$ cat src/rtl/hex_mode_ctrl_pkg.sv
// Shared types and helpers for the display mode controller.
// Contents: disp_mode_t (WATCH/TIMER/ALARM) and cnt_w(), which returns the
// counter width needed to hold the values 0..n-1 (at least 1 bit).
package hex_ctrl_pkg;

  typedef enum logic [1:0] {
    MODE_WATCH = 2'd0,
    MODE_TIMER = 2'd1,
    MODE_ALARM = 2'd2
  } disp_mode_t;

  // Width of a counter that holds 0..n-1.
  function automatic int unsigned cnt_w(input int unsigned n);
    return (n <= 1) ? 1 : $clog2(n);
  endfunction

endpackage

$ cat src/rtl/hex_mode_ctrl_if.sv
// Signal bundle between the display mode controller and its surroundings.
//   key_mode_n  raw mode key, active-low, asynchronous
//   timer_run   countdown timer running (level)
//   timer_done  countdown reached zero (1-cycle pulse)
//   dsp_Hex     1 = watch digits, 0 = timer digits
//   hex_blank   per-digit blank request, 1 = digit off
//   mode        current display mode (disp_mode_t encoding)
//   alarm       high while in ALARM
// The slave modport is the controller; the master modport is the system side.
interface hex_mode_ctrl_if;

  logic       key_mode_n;
  logic       timer_run;
  logic       timer_done;
  logic       dsp_Hex;
  logic [3:0] hex_blank;
  logic [1:0] mode;
  logic       alarm;

  modport master (
    output key_mode_n, timer_run, timer_done,
    input  dsp_Hex, hex_blank, mode, alarm
  );

  modport slave (
    input  key_mode_n, timer_run, timer_done,
    output dsp_Hex, hex_blank, mode, alarm
  );

endinterface

$ cat src/rtl/hex_mode_ctrl_key_debounce.sv
// Key synchroniser and debouncer producing a 1-cycle press pulse.
//   clk, rst  clock, asynchronous active-high reset
//   key_n     raw key, active-low, asynchronous to clk
//   press     1-cycle pulse on the debounced released->pressed edge
// The debounced level follows the synchronised key only after it has
// disagreed for DB_CYCLES consecutive cycles; release makes no pulse.
module key_debounce
  import hex_ctrl_pkg::*;
#(
  parameter int unsigned DB_CYCLES = 1_000_000
) (
  input  logic clk,
  input  logic rst,
  input  logic key_n,
  output logic press
);

  localparam int unsigned DB_W = cnt_w(DB_CYCLES);

  logic            sync1_q, sync1_d;
  logic            sync2_q, sync2_d;
  logic            db_q, db_d;
  logic [DB_W-1:0] cnt_q, cnt_d;
  logic            press_q, press_d;

  // Synchroniser shift, debounce counter and press edge detect.
  always_comb begin
    sync1_d = key_n;
    sync2_d = sync1_q;
    db_d    = db_q;
    cnt_d   = cnt_q;
    press_d = 1'b0;
    if (sync2_q == db_q) begin
      cnt_d = '0;
    end else if (cnt_q == DB_W'(DB_CYCLES - 1)) begin
      cnt_d   = '0;
      db_d    = sync2_q;
      press_d = ~sync2_q;
    end else begin
      cnt_d = cnt_q + DB_W'(1);
    end
  end

  always_ff @(posedge clk or posedge rst) begin
    if (rst) begin
      sync1_q <= 1'b1;
      sync2_q <= 1'b1;
      db_q    <= 1'b1;
      cnt_q   <= '0;
      press_q <= 1'b0;
    end else begin
      sync1_q <= sync1_d;
      sync2_q <= sync2_d;
      db_q    <= db_d;
      cnt_q   <= cnt_d;
      press_q <= press_d;
    end
  end

  assign press = press_q;

endmodule

$ cat src/rtl/hex_mode_ctrl.sv
// Seven-segment display mode controller: chooses watch or timer digits.
//   clk, rst  clock, asynchronous active-high reset
//   bus       hex_mode_ctrl_if.slave (key, timer status in; dsp_Hex,
//             hex_blank, mode, alarm out; all outputs registered)
// Holds the 1 s prescaler, the TIMER idle counter and the WATCH/TIMER/ALARM
// FSM. Optional macro HEX_BLINK_EN adds BLINK_DIV and blinks all digits
// while in ALARM; without it hex_blank is constant 4'b0000.
module hex_mode_ctrl
  import hex_ctrl_pkg::*;
#(
  parameter int unsigned CLK_HZ    = 50_000_000,
  parameter int unsigned DB_CYCLES = 1_000_000,
  parameter int unsigned TIMEOUT_S = 10
`ifdef HEX_BLINK_EN
  , parameter int unsigned BLINK_DIV = 12_500_000
`endif
) (
  input  logic           clk,
  input  logic           rst,
  hex_mode_ctrl_if.slave bus
);

  localparam int unsigned PRESC_W = cnt_w(CLK_HZ);
  localparam int unsigned IDLE_W  = cnt_w(TIMEOUT_S);

  localparam logic [1:0] ST_WATCH = 2'(MODE_WATCH);
  localparam logic [1:0] ST_TIMER = 2'(MODE_TIMER);
  localparam logic [1:0] ST_ALARM = 2'(MODE_ALARM);

  logic               press;
  logic               sec_tick;
  logic [PRESC_W-1:0] presc_q, presc_d;
  logic [IDLE_W-1:0]  idle_q, idle_d;
  logic [1:0]         state_q, state_d;
  logic               dsp_hex_q, dsp_hex_d;
  logic [1:0]         mode_q, mode_d;
  logic               alarm_q, alarm_d;

  key_debounce #(.DB_CYCLES(DB_CYCLES)) u_key (
    .clk   (clk),
    .rst   (rst),
    .key_n (bus.key_mode_n),
    .press (press)
  );

  // Free-running prescaler; sec_tick marks its wrap.
  always_comb begin
    sec_tick = (presc_q == PRESC_W'(CLK_HZ - 1));
    presc_d  = sec_tick ? '0 : presc_q + PRESC_W'(1);
  end

  // Next-state, idle counter and registered-output values.
  always_comb begin
    state_d = state_q;
    idle_d  = idle_q;
    case (state_q)
      ST_WATCH: begin
        if (bus.timer_done)  state_d = ST_ALARM;
        else if (press)      state_d = ST_TIMER;
      end
      ST_TIMER: begin
        if (bus.timer_done)  state_d = ST_ALARM;
        else if (press)      state_d = ST_WATCH;
        else if (idle_q == IDLE_W'(TIMEOUT_S - 1) && sec_tick && !bus.timer_run)
          state_d = ST_WATCH;
      end
      ST_ALARM: begin
        if (press)           state_d = ST_WATCH;
      end
      default:               state_d = ST_WATCH;
    endcase

    // Idle seconds only accumulate while staying in TIMER with the timer stopped.
    if (state_q != ST_TIMER || state_d != ST_TIMER || press || bus.timer_run)
      idle_d = '0;
    else if (sec_tick && idle_q != IDLE_W'(TIMEOUT_S - 1))
      idle_d = idle_q + IDLE_W'(1);

    // Outputs follow the next state so they update on the same edge as state.
    dsp_hex_d = (state_d == ST_WATCH);
    mode_d    = state_d;
    alarm_d   = (state_d == ST_ALARM);
  end

  always_ff @(posedge clk or posedge rst) begin
    if (rst) begin
      presc_q   <= '0;
      idle_q    <= '0;
      state_q   <= ST_WATCH;
      dsp_hex_q <= 1'b1;
      mode_q    <= ST_WATCH;
      alarm_q   <= 1'b0;
    end else begin
      presc_q   <= presc_d;
      idle_q    <= idle_d;
      state_q   <= state_d;
      dsp_hex_q <= dsp_hex_d;
      mode_q    <= mode_d;
      alarm_q   <= alarm_d;
    end
  end

  assign bus.dsp_Hex = dsp_hex_q;
  assign bus.mode    = mode_q;
  assign bus.alarm   = alarm_q;

`ifdef HEX_BLINK_EN
  localparam int unsigned BLINK_W = cnt_w(BLINK_DIV);

  logic [BLINK_W-1:0] blink_cnt_q, blink_cnt_d;
  logic [3:0]         blank_q, blank_d;

  // Visible on ALARM entry, then toggles every BLINK_DIV cycles; dark only in ALARM.
  always_comb begin
    blink_cnt_d = '0;
    blank_d     = 4'b0000;
    if (state_d == ST_ALARM && state_q == ST_ALARM) begin
      if (blink_cnt_q == BLINK_W'(BLINK_DIV - 1)) begin
        blink_cnt_d = '0;
        blank_d     = ~blank_q;
      end else begin
        blink_cnt_d = blink_cnt_q + BLINK_W'(1);
        blank_d     = blank_q;
      end
    end
  end

  always_ff @(posedge clk or posedge rst) begin
    if (rst) begin
      blink_cnt_q <= '0;
      blank_q     <= 4'b0000;
    end else begin
      blink_cnt_q <= blink_cnt_d;
      blank_q     <= blank_d;
    end
  end

  assign bus.hex_blank = blank_q;
`else
  assign bus.hex_blank = 4'b0000;
`endif

endmodule

$ cat src/flat_wrapper.sv
// flat-port wrapper written by rule: the top's interface ports become plain ports
module hex_mode_ctrl_flat import hex_ctrl_pkg::*;
#(
  parameter int unsigned CLK_HZ    = 50_000_000,
  parameter int unsigned DB_CYCLES = 1_000_000,
  parameter int unsigned TIMEOUT_S = 10

)
  (clk, rst, bus_key_mode_n, bus_timer_run, bus_timer_done, bus_dsp_Hex, bus_hex_blank, bus_mode, bus_alarm);
  hex_mode_ctrl_if bus_i ();
  input  logic clk;
  input  logic rst;
  input wire logic [$bits(bus_i.key_mode_n)-1:0] bus_key_mode_n;
  input wire logic [$bits(bus_i.timer_run)-1:0] bus_timer_run;
  input wire logic [$bits(bus_i.timer_done)-1:0] bus_timer_done;
  output wire logic [$bits(bus_i.dsp_Hex)-1:0] bus_dsp_Hex;
  output wire logic [$bits(bus_i.hex_blank)-1:0] bus_hex_blank;
  output wire logic [$bits(bus_i.mode)-1:0] bus_mode;
  output wire logic [$bits(bus_i.alarm)-1:0] bus_alarm;
  assign bus_i.key_mode_n = bus_key_mode_n;
  assign bus_i.timer_run = bus_timer_run;
  assign bus_i.timer_done = bus_timer_done;
  assign bus_dsp_Hex = bus_i.dsp_Hex;
  assign bus_hex_blank = bus_i.hex_blank;
  assign bus_mode = bus_i.mode;
  assign bus_alarm = bus_i.alarm;
  hex_mode_ctrl #(.CLK_HZ(CLK_HZ), .DB_CYCLES(DB_CYCLES), .TIMEOUT_S(TIMEOUT_S)) u_core (.clk(clk), .rst(rst), .bus(bus_i));
endmodule
$ cat config.mk
export PLATFORM = sky130hd
export DESIGN_NAME = hex_mode_ctrl_flat
export DESIGN_NICKNAME = d
export VERILOG_FILES = /design/src/rtl/hex_mode_ctrl_pkg.sv /design/src/rtl/hex_mode_ctrl_if.sv /design/src/rtl/hex_mode_ctrl_key_debounce.sv /design/src/rtl/hex_mode_ctrl.sv /design/src/flat_wrapper.sv
export SDC_FILE = /design/constraint.sdc
export NUM_CORES = 1
export LEC_CHECK = 0
export CORE_ASPECT_RATIO = 0.8
export CORE_UTILIZATION = 38
export CTS_BUF_LIST = sky130_fd_sc_hd__clkbuf_16
export CTS_CLUSTER_SIZE = 30
export DETAILED_ROUTE_END_ITERATION = 12
export GPL_ROUTABILITY_DRIVEN = 0
export PLACE_DENSITY = 0.52
export SLEW_MARGIN = 10
export SYNTH_ARGS = -nofsm -noshare
export SYNTH_HDL_FRONTEND = slang
export SYNTH_SLANG_ARGS = --single-unit
export TNS_END_PERCENT = 20
$ cat constraint.sdc
create_clock -name clk -period 2.4 [get_ports clk]
set_input_delay 0.36 -clock clk [delete_from_list [all_inputs] [get_ports clk]]
set_output_delay 0.36 -clock clk [all_outputs]
set_load 0.01 [all_outputs]
==> impl_metrics.csv, run 1 <==
group,metric,value,unit
routing,drtIter0Drc,90,
layout,drive_above_1_share,0.146,
floorplanning,rows,28,
place,dp_slack,0.186,ns
routing,wl_per_cell,13.7,um
global_route,antenna_found_initial,0,
floorplanning,start_util,0.395,
clock_network,post_cts_buffers,0,
clock_network,clock_latency,0.32,ns
floorplanning,die_y,80.7,um
global_route,grt_max_degree,59,
setup_path,cp-start-kind,"flip-flop",
power_and_ir_drop,sequentialPowerShare,0.467,
logic_synthesis,syn_avg_cell_area,10.3,um^2
global_route,grt_pass1_wl,9920,um
logic_synthesis,ys_types,43,
clock_network,path_clk_slew,0.05,ns
timing,whs,0.360,ns
place,port_buffers,8,
clock_network,numCtsBuffers,9,
layout,finalNetCount,312,
logic_synthesis,yosysWarnings,0,
timing,worst_slack,0.181,ns
layout,final_cell_mix,"dfrtp_1 (54), a21oi_1 (20), nand3_1 (17), or4_1 (17), xor2_1 (16)",
timing,min_period,2.22,ns
logic_synthesis,synthArstFlopShare,1.00,
logic_synthesis,yosys.area_share.adder,0.0170,
power_and_ir_drop,total_power,2130,uW
power_and_ir_drop,switching_power,446,uW
hold_path,hold_class,"reg2reg",
routing,routed_via_density,5.19,
clock_network,cts_tree,"built",
global_route,grt_util_all_layers,0.160,
logic_synthesis,yosys-mux-area-fraction,0.0149,
logic_synthesis,synth-simple-area-share,0.265,
timing,setup_viol,0,
timing,finalClockSkew,0.00779,ns
setup_path,crit_fanout,11,
routing,firstDrtPassIters,4,
run_status,status,"finished, final reports clean",
power_and_ir_drop,p_comb_frac,0.026,
routing,num_vias,2144,
routing,ant_nets,0,
setup_path,r2r_setup_slack,0.18,ns
power_and_ir_drop,p_per_area,620,nW/um^2
layout,final_common_cell,"dfrtp_1",
clock_network,ctsLongestPathBuffers,2,
floorplanning,dieWidth,100,um
logic_synthesis,synth_compound_area_frac,0.0939,
setup_path,end_kind,"flip-flop",
clock_network,cts.sinks,58,
logic_synthesis,synth_edf_count,0,
logic_synthesis,synth_xor_area_frac,0.0744,
power_and_ir_drop,leakage,0.00138,uW
logic_synthesis,synth_top_family_by_area,"simple AND/OR/NAND/NOR gates",
clock_network,cts-hold-fix-buffers,0,
power_and_ir_drop,p_int,1680,uW
layout,insertedDiodeCount,0,
power_and_ir_drop,vdd_drop_max,0.000353,V
layout,ff_latch_area,1460,um^2
layout,multi_input_area,1390,um^2
clock_network,cts_resized,0,
timing,drv_slew,0,
timing,hold_viol_final,0,
global_route,first_global_vias,2046,
logic_synthesis,dominantRegCellSynth,"dfrtp_1",
setup_path,worstPathRequired,2.65,ns
logic_synthesis,yosys_register_bits,58,
floorplanning,io_pins,13,
run,cap_violations,0,
floorplanning,die_area,8110,um^2
global_route,gr-total-overflow,0,
timing,fmax,0.451,GHz
layout,areaGrowthSynthToFinish,16.6,%
logic_synthesis,netlist_instances,285,
clock_network,h-tree-depth,3,
layout,fillCellCount,726,
clock_network,cts-root-buf,"clkbuf_16",
timing,rsz0062_at_grt,"false",
logic_synthesis,syn-cell-area,2940,um^2
routing,drc,0,
power_and_ir_drop,p_clk_frac,0.507,
timing,tns,0,ns
power_and_ir_drop,p_sw_frac,0.210,
place,place_area,3180,um^2
setup_path,critPathKind,"reg2reg",
place,hpwl,3780,um
floorplanning,core,7460,um^2
setup_path,cp_data_arrival_time,2.46,ns
logic_synthesis,yosysSeqAreaShare,0.495,
layout,postLayoutCellArea,3430,um^2
routing,wl,5640,um
timing,fin_crit_sh,0.925,
==> power groups by stage <==
stage / sequential [uW] / clock [uW] / combinational [uW]
floorplan: 1010 / 0 / 40.7
global placement: 1010 / 0 / 58.3
detailed placement: 1010 / 0 / 57.4
CTS: 992 / 1120 / 57.7
global route: 992 / 1180 / 63.2
finish: 993 / 1080 / 55.5
==> through the flow <==
| step | util | std cells |
|---|---|---|
| 3_5_place_dp | 0.426 | 397 |
| 3_3_place_gp | 0.426 | 397 |
| 4_1_cts | 0.460 | 413 |
| 6_report | 0.460 | 413 |
| 2_1_floorplan | - | 288 |
| 5_1_grt | 0.460 | 413 |
==> routing by layer <==
metal | global-route usage | vias to the layer above | share of wire
li1 | - | 1088 | -
met1 | 0.232 | 1026 | 0.57
met2 | 0.218 | 24 | 0.39
met3 | 0.0609 | 6 | 0.028
met4 | 0.0435 | 0 | 0.011
met5 | 0 | - | 0
==> Yosys cell counts (5+ instances only) <==
cell type / instances / share of area
a21oi_1: 20 / 0.034
and2_1: 5 / 0.011
and3_1: 5 / 0.011
dfrtp_1: 54 / 0.46
inv_1: 9 / 0.011
nand2_1: 14 / 0.018
nand3_1: 17 / 0.029
nand4_1: 10 / 0.021
nor2_1: 13 / 0.017
nor2_2: 10 / 0.021
o21ai_0: 9 / 0.015
o31ai_1: 10 / 0.025
or3_1: 7 / 0.015
or4_1: 17 / 0.043
xnor2_1: 9 / 0.027
xor2_1: 16 / 0.048
==> state kept, by name, summed over array words and instances (netlist names), 2 cells and up <==
signal,flops
u_core.idle_q,4
u_core.state_q,2
u_core.u_key.cnt_q,20
u_core.presc_q,26
==> worst paths after layout <==
check | from | end | cells past startpoint
setup reg to reg | u_core.presc_q[0] | u_core.idle_q[2] | 5
max in group asynchronous | rst | u_core.u_key.sync1_q | 3
hold reg to reg | u_core.u_key.sync1_q | u_core.u_key.sync2_q | 0
min in group asynchronous | rst | u_core.u_key.cnt_q[19] | 3
hold / removal | u_core.u_key.sync1_q | u_core.u_key.sync2_q | 0
setup / recovery | u_core.presc_q[0] | u_core.idle_q[2] | 5
==> critical path: stages (launching register included) <==
cell     delay, ns
dfrtp_1       0.42
ha_1          0.27
nand2_1       0.14
or3_1         0.52
or4b_2        0.65
a21oi_1       0.15
==> layout make-up <==
cell class	instances	area share
clock buffer	9	0.0656
clock inverter	7	0.00875
inverter	9	0.00984
multi-input combinational	209	0.405
sequential	58	0.424
tap	105	0.0383
timing repair buffer	16	0.0481
==> cell families after synthesis <==
logic type / Yosys count
and+or+nand+nor: 127
buffers and inverters: 21
xor gates and xnor gates: 25
other: 1
AOI/OAI and AO/OA: 45
DFF: 58
muxes: 4
adders and majority gates: 4
(Power assumes the default switching activity.)
==> inputs of run 2 (changes only) <==
Settings changed: CAP_MARGIN set to 10.
==> results of run 2 <==
No change in the layout: final DEF, timing and power equal those of run 1.
